[src/rtl/ahb2_apb_bridge.sv]
// AHB2 slave to APB3 master bridge: each accepted AHB beat becomes one APB
// SETUP/ACCESS transaction, with alignment/size checks and a bounded ACCESS timeout.
module ahb2_apb_bridge #(
  parameter int ADDR_WIDTH     = 32,
  parameter int DATA_WIDTH     = 32,
  parameter int TIMEOUT_CYCLES = 255
) (
  input  logic                  clk,
  input  logic                  rst,
  input  logic                  hsel_i,
  input  logic [ADDR_WIDTH-1:0] haddr_i,
  input  logic [1:0]            htrans_i,
  input  logic                  hwrite_i,
  input  logic [2:0]            hsize_i,
  input  logic [2:0]            hburst_i,
  input  logic [DATA_WIDTH-1:0] hwdata_i,
  input  logic                  hready_i,
  output logic                  hreadyout_o,
  output logic [1:0]            hresp_o,
  output logic [DATA_WIDTH-1:0] hrdata_o,
  output logic [ADDR_WIDTH-1:0] paddr_o,
  output logic                  psel_o,
  output logic                  penable_o,
  output logic                  pwrite_o,
  output logic [DATA_WIDTH-1:0] pwdata_o,
  input  logic [DATA_WIDTH-1:0] prdata_i,
  input  logic                  pready_i,
  input  logic                  pslverr_i
);

  localparam int MAX_SIZE = $clog2(DATA_WIDTH / 8);
  localparam int CNT_W    = (TIMEOUT_CYCLES < 2) ? 1 : $clog2(TIMEOUT_CYCLES);
  localparam logic [CNT_W-1:0] CNT_LAST =
    CNT_W'((TIMEOUT_CYCLES > 0) ? (TIMEOUT_CYCLES - 1) : 0);
  localparam logic TIMEOUT_EN = (TIMEOUT_CYCLES != 0);

  localparam logic [1:0] RESP_OKAY  = 2'b00;
  localparam logic [1:0] RESP_ERROR = 2'b01;

  typedef enum logic [2:0] {
    ST_IDLE,
    ST_SETUP,
    ST_ACCESS,
    ST_DONE,
    ST_ERR1,
    ST_ERR2
  } state_t;

  state_t                state_reg, state_next;
  logic [ADDR_WIDTH-1:0] paddr_reg;
  logic                  pwrite_reg;
  logic [DATA_WIDTH-1:0] hrdata_reg;
  logic [CNT_W-1:0]      cnt_reg;

  logic       accept_window;
  logic       accept;
  logic       illegal;
  logic [6:0] addr_low;
  logic [6:0] align_mask;
  logic       psel_comb, penable_comb, hreadyout_comb;
  logic [1:0] hresp_comb;

  // Burst type and the NONSEQ/SEQ distinction do not affect behaviour.
  logic unused_inputs;
  assign unused_inputs = ^{hburst_i, htrans_i[0]};

  assign accept_window = (state_reg == ST_IDLE) || (state_reg == ST_DONE) ||
                         (state_reg == ST_ERR2);
  assign accept        = accept_window && hsel_i && hready_i && htrans_i[1];

  // Only the low 7 address bits matter: hsize tops out at 128 bytes.
  assign addr_low   = 7'(haddr_i);
  assign align_mask = (7'd1 << hsize_i) - 7'd1;
  assign illegal    = (hsize_i > 3'(MAX_SIZE)) || (|(addr_low & align_mask));

  always_comb begin
    state_next     = state_reg;
    psel_comb      = 1'b0;
    penable_comb   = 1'b0;
    hreadyout_comb = 1'b1;
    hresp_comb     = RESP_OKAY;
    case (state_reg)
      ST_IDLE, ST_DONE, ST_ERR2: begin
        hresp_comb = (state_reg == ST_ERR2) ? RESP_ERROR : RESP_OKAY;
        if (accept) begin
          state_next = illegal ? ST_ERR1 : ST_SETUP;
        end else begin
          state_next = ST_IDLE;
        end
      end
      ST_SETUP: begin
        psel_comb      = 1'b1;
        hreadyout_comb = 1'b0;
        state_next     = ST_ACCESS;
      end
      ST_ACCESS: begin
        psel_comb      = 1'b1;
        penable_comb   = 1'b1;
        hreadyout_comb = 1'b0;
        if (pready_i) begin
          state_next = pslverr_i ? ST_ERR1 : ST_DONE;
        end else if (TIMEOUT_EN && (cnt_reg == CNT_LAST)) begin
          state_next = ST_ERR1;
        end
      end
      ST_ERR1: begin
        hreadyout_comb = 1'b0;
        hresp_comb     = RESP_ERROR;
        state_next     = ST_ERR2;
      end
      default: begin
        state_next = ST_IDLE;
      end
    endcase
  end

  always_ff @(posedge clk or posedge rst) begin
    if (rst) begin
      state_reg  <= ST_IDLE;
      paddr_reg  <= '0;
      pwrite_reg <= 1'b0;
      hrdata_reg <= '0;
      cnt_reg    <= '0;
    end else begin
      state_reg <= state_next;
      if (accept) begin
        paddr_reg  <= haddr_i;
        pwrite_reg <= hwrite_i;
      end
      if (state_next == ST_SETUP) begin
        cnt_reg <= '0;
      end else if (state_reg == ST_ACCESS) begin
        cnt_reg <= cnt_reg + 1'b1;
      end
      if ((state_reg == ST_ACCESS) && pready_i && !pslverr_i && !pwrite_reg) begin
        hrdata_reg <= prdata_i;
      end
    end
  end

  assign hreadyout_o = hreadyout_comb;
  assign hresp_o     = hresp_comb;
  assign hrdata_o    = hrdata_reg;
  assign paddr_o     = paddr_reg;
  assign psel_o      = psel_comb;
  assign penable_o   = penable_comb;
  assign pwrite_o    = pwrite_reg;
  // The AHB master holds hwdata while hreadyout is low, so this is stable for the APB beat.
  assign pwdata_o    = hwdata_i;

endmodule

[config.mk]
export PLATFORM = sky130hd
export DESIGN_NAME = ahb2_apb_bridge
export DESIGN_NICKNAME = d
export VERILOG_FILES = /design/src/rtl/ahb2_apb_bridge.sv
export SDC_FILE = /design/constraint.sdc
export NUM_CORES = 1
export LEC_CHECK = 0
export ABC_AREA = 1
export CORE_MARGIN = 5
export CORE_UTILIZATION = 40
export DETAILED_ROUTE_END_ITERATION = 8
export GPL_ROUTABILITY_DRIVEN = 0
export GPL_TIMING_DRIVEN = 0
export PLACE_DENSITY_LB_ADDON = 0.25
export SLEW_MARGIN = 20
export SYNTH_ARGS = -nofsm -noshare
export SYNTH_HDL_FRONTEND = slang
export SYNTH_SLANG_ARGS = --single-unit
export TNS_END_PERCENT = 5
[constraint.sdc]
create_clock -name clk -period 5.45 [get_ports clk]
set_input_delay 0.8175 -clock clk [delete_from_list [all_inputs] [get_ports clk]]
set_output_delay 0.8175 -clock clk [all_outputs]
set_load 0.01 [all_outputs]
==> results.yml, run 1 <==
cts:
  cts_buffers: 9
  clock-sinks: 76
  cts.clk_slew.worst_paths_ps: 70
  cts_max_level: 3
  cts-root-buf: "clkbuf_8"
  clk_latency_ps: 340
  cts_tree: "done"
  cts_max_path_buffers: 2
  post_cts_buffers: 0
  cts_resized: 0
  cts_hold_buffers: 0
floorplanning:
  die-area_mm2: 0.0107
  initial_core_util_pct: 40.6
  chipWidth_um: 103
  die_y_um: 103
  rows: 34
  core_mm2: 0.00859
  io_pins: 213
power:
  power.leakage_nw: 2.79
  p_per_area_mw_per_mm2: 449
  ir_drop_mv: 0.292
  finalPower_w: 0.00252
placement:
  numPortBuffers: 175
  hpwl_um: 7830
  dpl_cell_area_mm2: 0.00540
route:
  met2_wirelength_um: 4640
  wl_met1_um: 3890
  wl_met3_um: 1250
  dr.pass1.iters: 4
  drtIter0Drc: 117
  route.detailed.wl_per_inst_um: 13.9
  ant_nets: 0
  drcViolationCount: 0
  vias: 3284
  top_layer_used: "met4"
  viasPerCell: 4.60
  wl_um: 9900
yosys:
  yosysUniqueCellTypes: 21
  syn_nets: 527
  ys_seq_area_share_pct: 54.5
  synth_area_per_cell_um2: 8.42
  synth_area_mm2: 0.00349
  synthCells: 414
  synth_seq_cells: 76
  yosysWarningCount: 0
sta:
  finalCritPeriodShare_pct: 53.3
  setup_viol: 0
  hold_violations: 0
  fmax_ghz: 0.344
  rsz0062_at_grt: "no"
  clock_skew_ps: 9.59
  final.setup.tns_ps: 0
  drv_slew: 0
  fin_crit_ps: 2910
finish:
  syn2layout_area_growth_pct: 60.5
  diodes: 0
  nets: 714
  final_cell_mix: "191 x nand2_1, 175 x clkdlybuf4s50_1, 76 x dfrtp_1"
  fillers: 708
  utilization_pct: 65.1
  fin_area_mm2: 0.00560
  final_common_cell: "nand2_1"
  layout-drive-gt1-share_pct: 12.4
global_routing:
  grt_max_degree: 55
  grt_pass1_wl_um: 15200
  grt_pass1_vias: 3192
  grt_usage_pct: 18.2
  antenna_found_initial: 0
  grt_overflow: 0
outcome:
  status: "completed"
setup_path:
  cp.arrival_ps: 2090
  required_ps: 4630
  crit_fanout: 10
  startpoint_type: "flip-flop"
  end_kind: "primary output"
  critPathKind: "flip-flop to primary output"
flow_run:
  max_cap_violations: 0
min_path:
  hp-class: "flip-flop to flip-flop"
==> area by class of cell <==
| type | instances | area, µm² | area share [%] |
|---|---|---|---|
| Inverter | 19 | 73.8 | 1.32 |
| Clock inverter | 6 | 65.1 | 1.16 |
| Buffer | 48 | 357 | 6.37 |
| Multi-Input combinational cell | 271 | 1160 | 20.7 |
| Tap cell | 108 | 135 | 2.41 |
| Timing Repair Buffer | 176 | 1780 | 31.8 |
| Sequential cell | 76 | 1900 | 34.0 |
| Clock buffer | 10 | 128 | 2.28 |
==> per-layer routing <==
metal / track usage (%) / vias to the layer above
met5: 0 / -
li1: - / 1613
met4: 6.27 / 0
met3: 7.78 / 11
met2: 29.2 / 145
met1: 21.8 / 1515
==> kinds of logic after synthesis <==
family / count (synthesis) / synth area share, %
and+or+nand+nor: 256 / 30.0
DFF: 76 / 54.5
buffers and inverters: 67 / 12.3
AOI/OAI and AO/OA: 6 / 0.861
xor gates and xnor gates: 6 / 1.51
adders and majority gates: 2 / 0.718
other: 1 / 0.108
==> metrics by stage <==
stage / instances / setup WS (ps) / hold slack (ps)
floorplan: 414 / 2690 / 506
global placement: 697 / 1380 / 452
detailed placement: 698 / 2890 / 458
CTS: 714 / 2500 / 479
global route: 714 / 2400 / 494
finish: 714 / 2540 / 476
==> cell usage after synthesis <==
library cell,number,area (µm²)
inv_2,2,7.51
ha_1,2,25.0
buf_6,3,33.8
nand2_2,3,18.8
o21ai_0,2,10.0
buf_2,6,30.0
a21oi_1,4,20.0
nand3_1,40,200
nor2_4,1,11.3
dfrtp_1,76,1900
conb_1,1,3.75
nor2_1,16,60.1
nor2_2,1,6.26
buf_4,39,293
nand3_2,2,20.0
or2_2,1,6.26
nand4_1,1,6.26
nand2_1,191,717
xor2_1,4,35.0
inv_1,17,63.8
xnor2_1,2,17.5
==> report_power, final <==
group	switching [W]	internal, W
registers	0.000155	0.000808
clock network	0.000208	0.000212
logic	0.000512	0.000620
==> worst paths after layout <==
path | from | end | slack, ps | depth (start not counted)
max | state_reg[0]$_DFF_PP0_ | penable_o | 2540 | 5
min | hrdata_o[18]$_DFFE_PP0P_ | hrdata_o[18]$_DFFE_PP0P_ | 480 | 2
max reg2reg | state_reg[0]$_DFF_PP0_ | hrdata_o[27]$_DFFE_PP0P_ | 3940 | 7
min reg2reg | hrdata_o[18]$_DFFE_PP0P_ | hrdata_o[18]$_DFFE_PP0P_ | 480 | 2
max in group asynchronous | rst | cnt_reg[5]$_DFFE_PP0P_ | 4100 | 3
min in group asynchronous | rst | paddr_o[16]$_DFFE_PP0N_ | 780 | 2
==> critical path, stage by stage, from the launching register on <==
cell and delay (ps):
dfrtp_1 400, inv_1 160, nand3_2 210, inv_2 220, buf_4 210, clkdlybuf4s50_1 550
No activity file was read; power rests on OpenSTA's default activity.
==> run 2, diff against run 1 <==
Settings changed: CORE_UTILIZATION 40 to 37.
Clock period 5.45 ns to 2.75 ns, I/O delays scaled along.
==> results.yml, run 2 (synthesis gave the netlist of run 1 again) <==
cts:
  post_cts_buffers: 0
  cts_hold_buffers: 0
  cts_max_level: 3
  cts.clk_slew.worst_paths_ps: 80
  cts_tree: "done"
  clock-sinks: 76
  cts_resized: 0
  cts-root-buf: "clkbuf_8"
  clk_latency_ps: 340
  cts_max_path_buffers: 2
  cts_buffers: 9
floorplanning:
  rows: 35
  core_mm2: 0.00920
  chipWidth_um: 107
  die_y_um: 107
  initial_core_util_pct: 37.9
  die-area_mm2: 0.0115
  io_pins: 213
placement:
  hpwl_um: 7600
  placed_cells_incl_taps: 701
  pre_cts_ws_ps: 562
  dpl_cell_area_mm2: 0.00540
  numPortBuffers: 175
finish:
  nets: 714
  diodes: 0
  layout-drive-gt1-share_pct: 12.4
  final_cell_mix: "191 x nand2_1, 175 x clkdlybuf4s50_1, 76 x dfrtp_1"
  syn2layout_area_growth_pct: 60.3
  fin_area_mm2: 0.00559
  final_common_cell: "nand2_1"
  instances_no_fill: 716
route:
  route.detailed.wl_per_inst_um: 13.7
  drtIter0Drc: 101
  drcViolationCount: 0
  dr.pass1.iters: 5
  met2_wirelength_um: 4460
  wl_um: 9780
  vias: 3248
  wl_met3_um: 1230
  wl_met1_um: 4010
  ant_nets: 0
  viasPerCell: 4.54
  top_layer_used: "met4"
global_routing:
  antenna_found_initial: 0
  grt_overflow: 0
  grt_pass1_vias: 3293
  grt_max_degree: 42
  grt_usage_pct: 16.8
  grt_pass1_wl_um: 15500
outcome:
  status: "completed"
sta:
  fmax_ghz: 0.397
  drv_slew: 0
  rsz0062_at_grt: "no"
  fin_ws_ps: 232
  setup_viol: 0
  hold_violations: 0
  fin_crit_ps: 2520
  clock_skew_ps: 12.4
  final.setup.tns_ps: 0
  finalCritPeriodShare_pct: 91.6
setup_path:
  end_kind: "primary output"
  cp.arrival_ps: 2110
  startpoint_type: "flip-flop"
  r2r-start: "state_reg[0]$_DFF_PP0_"
  ff2ff_path_depth: 7
  critPathKind: "flip-flop to primary output"
  crit_fanout: 10
  r2r_end: "hrdata_o[21]$_DFFE_PP0P_"
  r2r_slack_ps: 1220
  required_ps: 2340
power:
  finalPower_w: 0.00499
  p_per_area_mw_per_mm2: 892
  power.leakage_nw: 2.79
  ir_drop_mv: 0.442
flow_run:
  max_cap_violations: 0
min_path:
  hp-class: "input pin to asynchronous set/reset pin"
-- run 2: where the power goes --
group	internal [W]	leakage [nW]	switching, W	total [W]
logic	0.00123	1.73	0.00102	0.00225
registers	0.00160	0.967	0.000303	0.00190
clock network	0.000416	0.0955	0.000418	0.000834
total	0.00324	2.79	0.00174	0.00499
-- run 2: final cells by class --
class / count / area, µm²
plain buffers: 48 / 357
clock buffers: 9 / 124
clock inverters: 6 / 65.1
fillers: 819 / 3610
inverters: 19 / 73.8
multi-input cells: 271 / 1160
flip-flops and latches: 76 / 1900
well taps: 111 / 139
repair buffers: 176 / 1770
-- run 2: routing by layer --
metal / GRT usage, % / up-vias
met4: 5.57 / 0
li1: - / 1616
met5: 0 / -
met2: 26.8 / 157
met1: 20.4 / 1467
met3: 7.22 / 8
-- run 2: worst max-delay path by stage --
stage	endpoint	start	slack, ps	depth (start not counted)
after floorplan	cnt_reg[0]$_DFFE_PP0P_	rst	400	1
after global placement	hrdata_o[13]$_DFFE_PP0P_	rst	-900	2
after detailed placement	penable_o	state_reg[0]$_DFF_PP0_	560	5
after CTS	penable_o	state_reg[0]$_DFF_PP0_	160	5
after global routing	penable_o	state_reg[0]$_DFF_PP0_	60	5
final	penable_o	state_reg[0]$_DFF_PP0_	230	5
-- run 2: worst max-delay path: stages, from the launching register on --
cell	delay (ps)
dfrtp_1	400
inv_1	160
nand3_2	220
inv_2	230
buf_4	210
clkdlybuf4s50_1	550
-- run 2: per-stage QoR --
| step | util [%] | hold WS (ps) |
|---|---|---|
| floorplan | - | 506 |
| global placement | 58.5 | 453 |
| detailed placement | 58.7 | 459 |
| CTS | 60.8 | 439 |
| global route | 60.8 | 457 |
| finish | 60.8 | 433 |
